`src/rtl/or1200_ic_biu_refill.sv`:
```
// -----------------------------------------------------------------------------
// or1200_ic_biu_refill
//
// Bus-side refill engine for the instruction cache. It turns the IC FSM's
// biu_read / burst / saved_addr request into a Wishbone B3 read cycle:
// a single classic beat for uncached or cache-inhibited fetches, or a
// LINE_BEATS-long wrapping burst for a line refill. Per-beat data, valid and
// error strobes go back to the IC FSM and the cache RAMs.
//
// Ports:
//   clk, rst          clock; synchronous active-high reset
//   biu_read          fetch request (level, held while the fetch is wanted)
//   burst             1 = line refill, 0 = single word (sampled at cycle start)
//   saved_addr        fetch byte address (sampled at cycle start)
//   biudata           read data to the IC (pass-through of wb_dat_i)
//   biudata_valid     one pulse per accepted beat
//   biudata_error     bus error pulse
//   wb_cyc_o..wb_bte_o  registered Wishbone master outputs
//   wb_dat_i, wb_ack_i, wb_err_i, wb_rty_i  Wishbone slave responses
//
// Parameters:
//   LINE_BEATS  words per cache line (power of two, 2..8)
//   BTE_CODE    wb_bte_o value during bursts; must match LINE_BEATS
// -----------------------------------------------------------------------------
module or1200_ic_biu_refill #(
    parameter int         LINE_BEATS = 4,
    parameter logic [1:0] BTE_CODE   = 2'b01
) (
    input  logic        clk,
    input  logic        rst,
    input  logic        biu_read,
    input  logic        burst,
    input  logic [31:0] saved_addr,
    output logic [31:0] biudata,
    output logic        biudata_valid,
    output logic        biudata_error,
    output logic        wb_cyc_o,
    output logic        wb_stb_o,
    output logic        wb_we_o,
    output logic [3:0]  wb_sel_o,
    output logic [31:0] wb_adr_o,
    output logic [2:0]  wb_cti_o,
    output logic [1:0]  wb_bte_o,
    input  logic [31:0] wb_dat_i,
    input  logic        wb_ack_i,
    input  logic        wb_err_i,
    input  logic        wb_rty_i
);

    // Width of the word index inside a line; also wide enough for the
    // remaining-beats counter, which never exceeds LINE_BEATS-1.
    localparam int IDXW = (LINE_BEATS > 1) ? $clog2(LINE_BEATS) : 1;

    localparam logic [IDXW-1:0] CNT_LAST = IDXW'(LINE_BEATS - 1);
    localparam logic [IDXW-1:0] CNT_ZERO = IDXW'(0);
    localparam logic [IDXW-1:0] CNT_ONE  = IDXW'(1);

    localparam logic [2:0] CTI_CLASSIC = 3'b000;
    localparam logic [2:0] CTI_INCR    = 3'b010;
    localparam logic [2:0] CTI_END     = 3'b111;
    localparam logic [1:0] BTE_LINEAR  = 2'b00;

    typedef enum logic [1:0] {
        ST_IDLE  = 2'b00,
        ST_REQ   = 2'b01,
        ST_RETRY = 2'b10,
        ST_DONE  = 2'b11
    } state_t;

    state_t r_state;
    state_t w_state_nxt;

    logic        r_cyc;
    logic        r_stb;
    logic        r_we;
    logic [3:0]  r_sel;
    logic [31:0] r_adr;
    logic [2:0]  r_cti;
    logic [1:0]  r_bte;
    logic [IDXW-1:0] r_cnt;

    logic        w_cyc_nxt;
    logic        w_stb_nxt;
    logic [31:0] w_adr_nxt;
    logic [2:0]  w_cti_nxt;
    logic [1:0]  w_bte_nxt;
    logic [IDXW-1:0] w_cnt_nxt;

    logic            w_in_req;
    logic [IDXW-1:0] w_idx_inc;
    logic [31:0]     w_adr_wrap;
    logic            w_unused_addr_bits;

    // The byte offset of the fetch address never reaches the bus.
    assign w_unused_addr_bits = &{1'b0, saved_addr[1:0]};

    // Next word inside the line: only the index bits advance, so the
    // address wraps at the line boundary and the upper bits stay put.
    assign w_idx_inc  = r_adr[IDXW+1:2] + CNT_ONE;
    assign w_adr_wrap = {r_adr[31:IDXW+2], w_idx_inc, 2'b00};

    // Strobes to the IC are qualified by an active request; an abort
    // (biu_read low) or a reset in progress suppresses them. Error wins
    // over a simultaneous ack.
    assign w_in_req      = (r_state == ST_REQ);
    assign biudata_error = w_in_req & biu_read & wb_err_i & ~rst;
    assign biudata_valid = w_in_req & biu_read & wb_ack_i & ~wb_err_i & ~rst;
    assign biudata       = wb_dat_i;

    assign wb_cyc_o = r_cyc;
    assign wb_stb_o = r_stb;
    assign wb_we_o  = r_we;
    assign wb_sel_o = r_sel;
    assign wb_adr_o = r_adr;
    assign wb_cti_o = r_cti;
    assign wb_bte_o = r_bte;

    // FSM state register.
    always_ff @(posedge clk) begin
        if (rst) begin
            r_state <= ST_IDLE;
        end else begin
            r_state <= w_state_nxt;
        end
    end

    // Next-state and next bus-register values.
    always_comb begin
        w_state_nxt = r_state;
        w_cyc_nxt   = r_cyc;
        w_stb_nxt   = r_stb;
        w_adr_nxt   = r_adr;
        w_cti_nxt   = r_cti;
        w_bte_nxt   = r_bte;
        w_cnt_nxt   = r_cnt;

        case (r_state)
            ST_IDLE: begin
                if (biu_read) begin
                    w_state_nxt = ST_REQ;
                    w_cyc_nxt   = 1'b1;
                    w_stb_nxt   = 1'b1;
                    w_adr_nxt   = {saved_addr[31:2], 2'b00};
                    if (burst) begin
                        w_cti_nxt = CTI_INCR;
                        w_bte_nxt = BTE_CODE;
                        w_cnt_nxt = CNT_LAST;
                    end else begin
                        w_cti_nxt = CTI_END;
                        w_bte_nxt = BTE_LINEAR;
                        w_cnt_nxt = CNT_ZERO;
                    end
                end else begin
                    w_state_nxt = ST_IDLE;
                end
            end

            ST_REQ: begin
                if (!biu_read || wb_err_i) begin
                    // Abort or bus error: end the cycle, abandon remaining beats.
                    w_state_nxt = ST_DONE;
                    w_cyc_nxt   = 1'b0;
                    w_stb_nxt   = 1'b0;
                    w_cti_nxt   = CTI_CLASSIC;
                    w_bte_nxt   = BTE_LINEAR;
                end else if (wb_ack_i) begin
                    if (r_cnt != CNT_ZERO) begin
                        w_cnt_nxt = r_cnt - CNT_ONE;
                        w_adr_nxt = w_adr_wrap;
                        // The beat about to be issued is the last one.
                        if (r_cnt == CNT_ONE) begin
                            w_cti_nxt = CTI_END;
                        end else begin
                            w_cti_nxt = r_cti;
                        end
                    end else begin
                        w_state_nxt = ST_DONE;
                        w_cyc_nxt   = 1'b0;
                        w_stb_nxt   = 1'b0;
                        w_cti_nxt   = CTI_CLASSIC;
                        w_bte_nxt   = BTE_LINEAR;
                    end
                end else if (wb_rty_i) begin
                    // Hold the bus but withdraw the strobe for one cycle.
                    w_state_nxt = ST_RETRY;
                    w_stb_nxt   = 1'b0;
                end else begin
                    w_state_nxt = ST_REQ;
                end
            end

            ST_RETRY: begin
                if (!biu_read) begin
                    w_state_nxt = ST_DONE;
                    w_cyc_nxt   = 1'b0;
                    w_stb_nxt   = 1'b0;
                    w_cti_nxt   = CTI_CLASSIC;
                    w_bte_nxt   = BTE_LINEAR;
                end else begin
                    // Reissue the same beat: address, cti and counter unchanged.
                    w_state_nxt = ST_REQ;
                    w_stb_nxt   = 1'b1;
                end
            end

            ST_DONE: begin
                // Turnaround cycle; biu_read is deliberately ignored here so a
                // stale request cannot relaunch a cycle.
                w_state_nxt = ST_IDLE;
                w_cyc_nxt   = 1'b0;
                w_stb_nxt   = 1'b0;
            end

            default: begin
                w_state_nxt = ST_IDLE;
                w_cyc_nxt   = 1'b0;
                w_stb_nxt   = 1'b0;
                w_cti_nxt   = CTI_CLASSIC;
                w_bte_nxt   = BTE_LINEAR;
                w_cnt_nxt   = CNT_ZERO;
            end
        endcase
    end

    // Registered Wishbone outputs and beat counter.
    always_ff @(posedge clk) begin
        if (rst) begin
            r_cyc <= 1'b0;
            r_stb <= 1'b0;
            r_we  <= 1'b0;
            r_sel <= 4'hF;
            r_adr <= 32'h0000_0000;
            r_cti <= CTI_CLASSIC;
            r_bte <= BTE_LINEAR;
            r_cnt <= CNT_ZERO;
        end else begin
            r_cyc <= w_cyc_nxt;
            r_stb <= w_stb_nxt;
            r_we  <= 1'b0;
            r_sel <= 4'hF;
            r_adr <= w_adr_nxt;
            r_cti <= w_cti_nxt;
            r_bte <= w_bte_nxt;
            r_cnt <= w_cnt_nxt;
        end
    end

endmodule

```
`config.mk`:
```
export PLATFORM = sky130hd
export DESIGN_NAME = or1200_ic_biu_refill
export DESIGN_NICKNAME = d
export VERILOG_FILES = /design/src/rtl/or1200_ic_biu_refill.sv
export SDC_FILE = /design/constraint.sdc
export NUM_CORES = 1
export LEC_CHECK = 0
export ABC_AREA = 1
export CAP_MARGIN = 25
export CELL_PAD_IN_SITES_DETAIL_PLACEMENT = 1
export CELL_PAD_IN_SITES_GLOBAL_PLACEMENT = 1
export CORE_MARGIN = 4
export CORE_UTILIZATION = 24
export DETAILED_ROUTE_END_ITERATION = 10
export GPL_ROUTABILITY_DRIVEN = 0
export HOLD_SLACK_MARGIN = 0.03
export PLACE_DENSITY = 0.89
export SLEW_MARGIN = 15
export SYNTH_ARGS = -nofsm -noshare
export SYNTH_HDL_FRONTEND = slang
export SYNTH_SLANG_ARGS = --single-unit
```
`constraint.sdc`:
```
create_clock -name clk -period 2.7 [get_ports clk]
set_input_delay 0.405 -clock clk [delete_from_list [all_inputs] [get_ports clk]]
set_output_delay 0.405 -clock clk [all_outputs]
set_load 0.02 [all_outputs]
```
==> out/summary.txt, run 1 <==
Status = completed
VDD IR max = 0.000230 V
Hold Vio Cnt, Final = 0
RSZ-0062 raised after global routing = no
Drt wl/cell = 12.8 um
Simple-gate share of the synthesized area = 25.9%
DRC Markers = 0
Synth Instances = 297
Unique cell type count in the Yosys netlist = 23
Buffers on Ports = 74
Sequential share of the synthesized area = 37.4%
Period minus WS final = 2.17 ns
Clock root buffer = clkbuf_8
Critical path endpoint category = primary output
Cell taking the most area after synthesis = dfxtp_1
DR vias/cell = 4.35
CTS buffer count = 5
Ports = 149
Compound-Gate Fraction of Synth Area = 10.2%
Pleak = 1.16 nW
XOR/XNOR Fraction of Synth Area = 0%
H-tree depth = 2
Total track usage = 11.1%
Least-Margin Pin Slew = 0.489 ns
ANT cells = 0
Total Wirelength = 5690 um
First-pass GRT wire length = 9180 um
Area growth, synth to finish = 31.9%
Clock transition at path regs = 0.08 ns
Top cells by area, synth = dfxtp_1 37%, nand2_1 16%, buf_4 15%
Synthesized cell area = 0.00209 sq mm
Async SR Flop Fraction = 0%
Die X = 101 um
YS warnings = 0
Share of layout cells above drive strength 1 = 4.41%
Area share of fa/ha/maj cells after synthesis = 4.79%
Period utilization = 80.2%
Total clock sinks = 39
Initial Utilization = 25.1%
First DRT Iteration DRCs = 25
Post-route setup TNS = 0 ns
Yosys reg bits = 39
Die area = 0.0103 sq mm
Slew HR = 67.2%
HP Class = flip-flop to flip-flop
CTS Hold Bufs = 0
Placed cell count = 437
Number of enable flip-flop cells after synthesis = 0
Multi-input gate area = 885 sq um
Layout filler cell count = 1048
Max clock buf depth = 2
Worst-path maximum fanout = 6
Max Freq = 0.462 GHz
Largest family of logic cells by synthesized area = simple AND/OR/NAND/NOR gates
Top-count cell post-synth = nand2_1
First-pass DRT Iterations = 3
Vias in the first global route = 1994
Yosys top cell area share = 37.4%
Avg Inst Size Synth = 7.04 sq um
Post-synth top flop = dfxtp_1
Final setup fails = 0
Detailed placement HPWL = 4340 um
CTS tree = done
Pwr Density = 581 mW/mm^2
Final Max Slew Viols = 0
Largest net degree at the start of global routing = 31
Via count = 1935
Layout Nets = 418
Final Non-Filler Cells = 445
Clock latency on the worst-skew pair = 0.30 ns
Final ANT Viol Nets = 0
Critical Path RT = 2.30 ns
Total grt overflow = 0
Top cells by count, synth = 90 x nand2_1, 41 x buf_4, 39 x dfxtp_1, 31 x a21oi_1, 29 x nor2_1
FF+latch area = 781 sq um
Post-synthesis mux area share = 0%
Crit path DAT = 1.76 ns
Max Cap Viol = 0
CP Class = primary input to primary output
Core area = 0.00834 sq mm
Antenna violations before repair = 0
Clock skew = 0.0100 ns
Startpoint Class = primary input
Row count = 33
Chip height = 101 um
## final timing paths
path | depth (start not counted) | slack [ns] | to | start
min | 2 | 0.47 | wb_adr_o[5] | wb_adr_o[5]
max | 4 | 0.53 | biudata_error | biu_read
max reg2reg | 7 | 0.99 | r_state[1] | r_state[1]
min reg2reg | 2 | 0.47 | wb_adr_o[5] | wb_adr_o[5]
## power by group
part | leakage [nW] | total [mW] | internal [mW] | switching [mW]
clock | 0.0443 | 0.416 | 0.185 | 0.231
sequential | 0.320 | 0.670 | 0.635 | 0.0346
combinational | 0.794 | 0.515 | 0.225 | 0.290
## metrics by stage
stage | cell area (sq um) | setup slack (ns) | hold WS (ns) | util, % | total power, mW
after floorplan | 2110 | 0.846 | 0.493 | - | 1.06
after global placement | 2660 | 0.146 | 0.451 | 31.9 | 1.19
after detailed placement | 2660 | 0.0955 | 0.455 | 31.9 | 1.20
after CTS | 2750 | 0.0693 | 0.470 | 33.0 | 1.64
after global routing | 2760 | 0.337 | 0.481 | 33.0 | 1.71
final | 2760 | 0.534 | 0.468 | 33.0 | 1.60
## critical path, cell delays in order
cell             delay, ns
clkdlybuf4s50_1       0.64
inv_2                 0.10
nor4_1                0.32
dlymetal6s2s_1        0.29
## logic make-up after synthesis
group	after synthesis
compound gates	41
simple gates	133
flops	39
fa+ha+maj	8
buf+inv	74
other cells	2
## registers in the layout, summed over array words and instances, names as in the netlist
register / count
wb_cti_o: 2
wb_stb_o: 1
wb_bte_o: 1
wb_cyc_o: 1
r_state: 2
r_cnt: 2
wb_adr_o: 30
## repair_timing
action                                  in CTS  in global routing
endpoints found under the setup margin       0                  2
resized for setup                            0                  2
setup buffers                                0                  0
## cells in the final DEF, fill, tap and decap left out
| master | n |
|---|---|
| nor3_4 | 1 |
| nand2_1 | 90 |
| buf_4 | 3 |
| o21bai_1 | 2 |
| conb_1 | 8 |
| dlymetal6s2s_1 | 2 |
| clkinvlp_4 | 1 |
| nor4_1 | 2 |
| clkdlybuf4s50_1 | 72 |
| nor3_1 | 1 |
| inv_1 | 24 |
| dfxtp_1 | 39 |
| o21ai_0 | 6 |
| nor2_1 | 29 |
| nand3_2 | 1 |
| inv_2 | 1 |
| a31oi_1 | 1 |
| ha_1 | 8 |
| clkinv_1 | 1 |
| nand4_1 | 3 |
| clkbuf_8 | 5 |
| clkinv_4 | 2 |
| o21a_1 | 1 |
| nand2_2 | 1 |
| nand3_1 | 5 |
| a21oi_1 | 31 |
## area by class of cell
| class | instances | area share, % |
|---|---|---|
| clock inverters | 3 | 0.908 |
| well taps | 105 | 4.77 |
| inverters | 26 | 3.54 |
| clock buffers | 5 | 2.50 |
| repair buffers | 77 | 27.9 |
| flip-flops and latches | 39 | 28.3 |
| multi-input cells | 190 | 32.1 |
## routing by layer
layer,share of wire [%],GRT usage (%),routed length (um),vias up
met5,0,0,0,-
met4,1.4,3.58,80,0
met3,7.7,2.69,436,13
met2,48,19.1,2710,75
met1,43,13.6,2460,889
li1,-,-,-,958
No activity file was read; power rests on OpenSTA's default activity.
==> inputs of run 2 (changes only) <==
--- a/config.mk
+++ b/config.mk
@@ -10,11 +10,11 @@
 export CELL_PAD_IN_SITES_DETAIL_PLACEMENT = 1
 export CELL_PAD_IN_SITES_GLOBAL_PLACEMENT = 1
 export CORE_MARGIN = 4
-export CORE_UTILIZATION = 24
+export CORE_UTILIZATION = 20
 export DETAILED_ROUTE_END_ITERATION = 10
 export GPL_ROUTABILITY_DRIVEN = 0
 export HOLD_SLACK_MARGIN = 0.03
-export PLACE_DENSITY = 0.89
+export PLACE_DENSITY = 0.79
 export SLEW_MARGIN = 15
 export SYNTH_ARGS = -nofsm -noshare
 export SYNTH_HDL_FRONTEND = slang
==> constraint.sdc (replaced) <==
create_clock -name clk -period 1.9 [get_ports clk]
set_input_delay 0.285 -clock clk [delete_from_list [all_inputs] [get_ports clk]]
set_output_delay 0.285 -clock clk [all_outputs]
set_load 0.02 [all_outputs]
==> run 2 against run 1 <==
Compared with the run above:
- combinational power up 53%
- sequential share of layout area down 1.4 points
- sequential cell count unchanged
- highest routed layer unchanged
==> out/summary.txt, run 2 (synthesis results as in run 1) <==
Most frequent cells in the layout = 90 x nand2_1, 72 x clkdlybuf4s50_1, 39 x dfxtp_1, 31 x a21oi_1, 28 x nor2_1
DR vias/cell = 4.03
First-pass DRT Iterations = 4
Chip height = 110 um
Slowest CP cell = clkdlybuf4s50_1
Die area = 0.0121 sq mm
Worst path max stage delay = 0.55 ns
Seq pwr share = 41.3%
Commonest non-fill, non-tap cell in the layout = nand2_1
CTS Hold Bufs = 0
Via count = 1968
Total clock sinks = 39
Pleak = 1.19 nW
Ports = 149
Max reg flops = 30
Core area = 0.0102 sq mm
Startpoint Class = primary input
RSZ-0062 raised after global routing = no
CTS tree = done
Comb power frac = 34.3%
Pwr Density = 792 mW/mm^2
Area growth, synth to finish = 38.7%
Total Wirelength = 6030 um
HP Class = flip-flop to flip-flop
CP Class = primary input to primary output
Final Non-Filler Cells = 488
H-tree depth = 2
Internal power = 1.52 mW
DRC Markers = 0
Vias in the first global route = 2049
Period minus WS final = 1.80 ns
Placed cell count = 480
Post-route setup TNS = 0 ns
Switching share of power = 34.0%
Clk pwr share = 24.4%
ANT cells = 0
Clock root buffer = clkbuf_8
Die X = 110 um
Crit path DAT = 1.51 ns
Status = completed
Largest net degree at the start of global routing = 30
Post-layout util = 28.3%
Antenna violations before repair = 0
Layout Nets = 430
Hold Vio Cnt, Final = 0
CTS buffer count = 5
Max clock buf depth = 2
Final ANT Viol Nets = 0
Detailed placement HPWL = 4590 um
Period utilization = 94.6%
Row count = 37
Buffers on Ports = 74
Final Max Slew Viols = 0
First-pass GRT wire length = 9450 um
Worst-path maximum fanout = 4
Worst-path cell chain = clkdlybuf4s50_1 > nor4_1 > dlygate4sd2_1
Share of layout cells above drive strength 1 = 8.24%
Total grt overflow = 0
Drt wl/cell = 12.3 um
Final setup fails = 0
Clock latency on the worst-skew pair = 0.29 ns
Clock transition at path regs = 0.08 ns
Total track usage = 9.99%
Total power = 2.30 mW
NetSw = 780 uW
Post CTS Setup Buffer Count = 0
Max Freq = 0.556 GHz
Initial Utilization = 20.4%
Critical path endpoint category = primary output
Max Cap Viol = 0
Critical Path RT = 1.62 ns
First DRT Iteration DRCs = 49
VDD IR max = 0.000285 V
Clock skew = 0.00393 ns
Layout filler cell count = 1259
## run 2: cell count changes in the layout (fill, tap and decap cells not counted), moves of 2 or more
cell	delta
buf_4	+10
buf_12	+2
clkinv_4	-2
dlymetal6s2s_1	-2
## run 2: area by class of cell
cell class | count | area, sq um | area share, %
sequential | 39 | 781 | 26.9
clock inverter | 2 | 12.5 | 0.432
clock buffer | 6 | 72.6 | 2.50
inverter | 26 | 97.6 | 3.37
tap | 136 | 170 | 5.87
timing repair buffer | 89 | 872 | 30.1
multi-input combinational | 190 | 893 | 30.8
## run 2: metal layers
metal  vias up  share of wire [%]  track usage, %
li1        980                  -               -
met1       897                 40            10.5
met2        70                 49            18.5
met3        21                8.2            3.09
met4         0                2.2            3.87
met5         -                  0               0
## run 2: worst paths after layout
kind               startpoint       endpoint  slack [ns]  depth (start not counted)
setup / recovery          rst  biudata_error        0.10                          3
hold / removal    wb_adr_o[8]    wb_adr_o[8]        0.47                          2
setup reg to reg   r_state[0]    wb_adr_o[2]        0.18                         10
hold reg to reg   wb_adr_o[8]    wb_adr_o[8]        0.47                          2
## run 2: power groups by stage
| stage | combinational [mW] | clock [mW] | sequential [mW] |
|---|---|---|---|
| global placement | 0.774 | 0 | 0.964 |
| finish | 0.788 | 0.559 | 0.949 |
| detailed placement | 0.796 | 0 | 0.969 |
| CTS | 0.801 | 0.608 | 0.951 |
| global route | 0.883 | 0.635 | 0.962 |
| floorplan | 0.455 | 0 | 1.05 |
## run 2: timing repair
action / CTS / global route
endpoints found under the setup margin: 2 / 3
gates resized for setup: 4 / 3
hold endpoints to repair: 0 / 0
pin swaps: 0 / 0
## run 2: worst max-delay path: cells and delay by family
family / cells / cell delay [ns]
buffers and inverters: 2 / 0.92
AND/OR/NAND/NOR: 1 / 0.31
## run 2: through the flow
step           setup slack, ns  instance area (sq um)  hold WS (ns)
2_1_floorplan            0.166                   2110         0.428
3_3_place_gp            -0.246                   2810         0.450
3_5_place_dp            -0.265                   2810         0.457
4_1_cts                 0.0122                   2890         0.471
5_1_grt                0.00200                   2900         0.488
6_report                 0.103                   2900         0.467
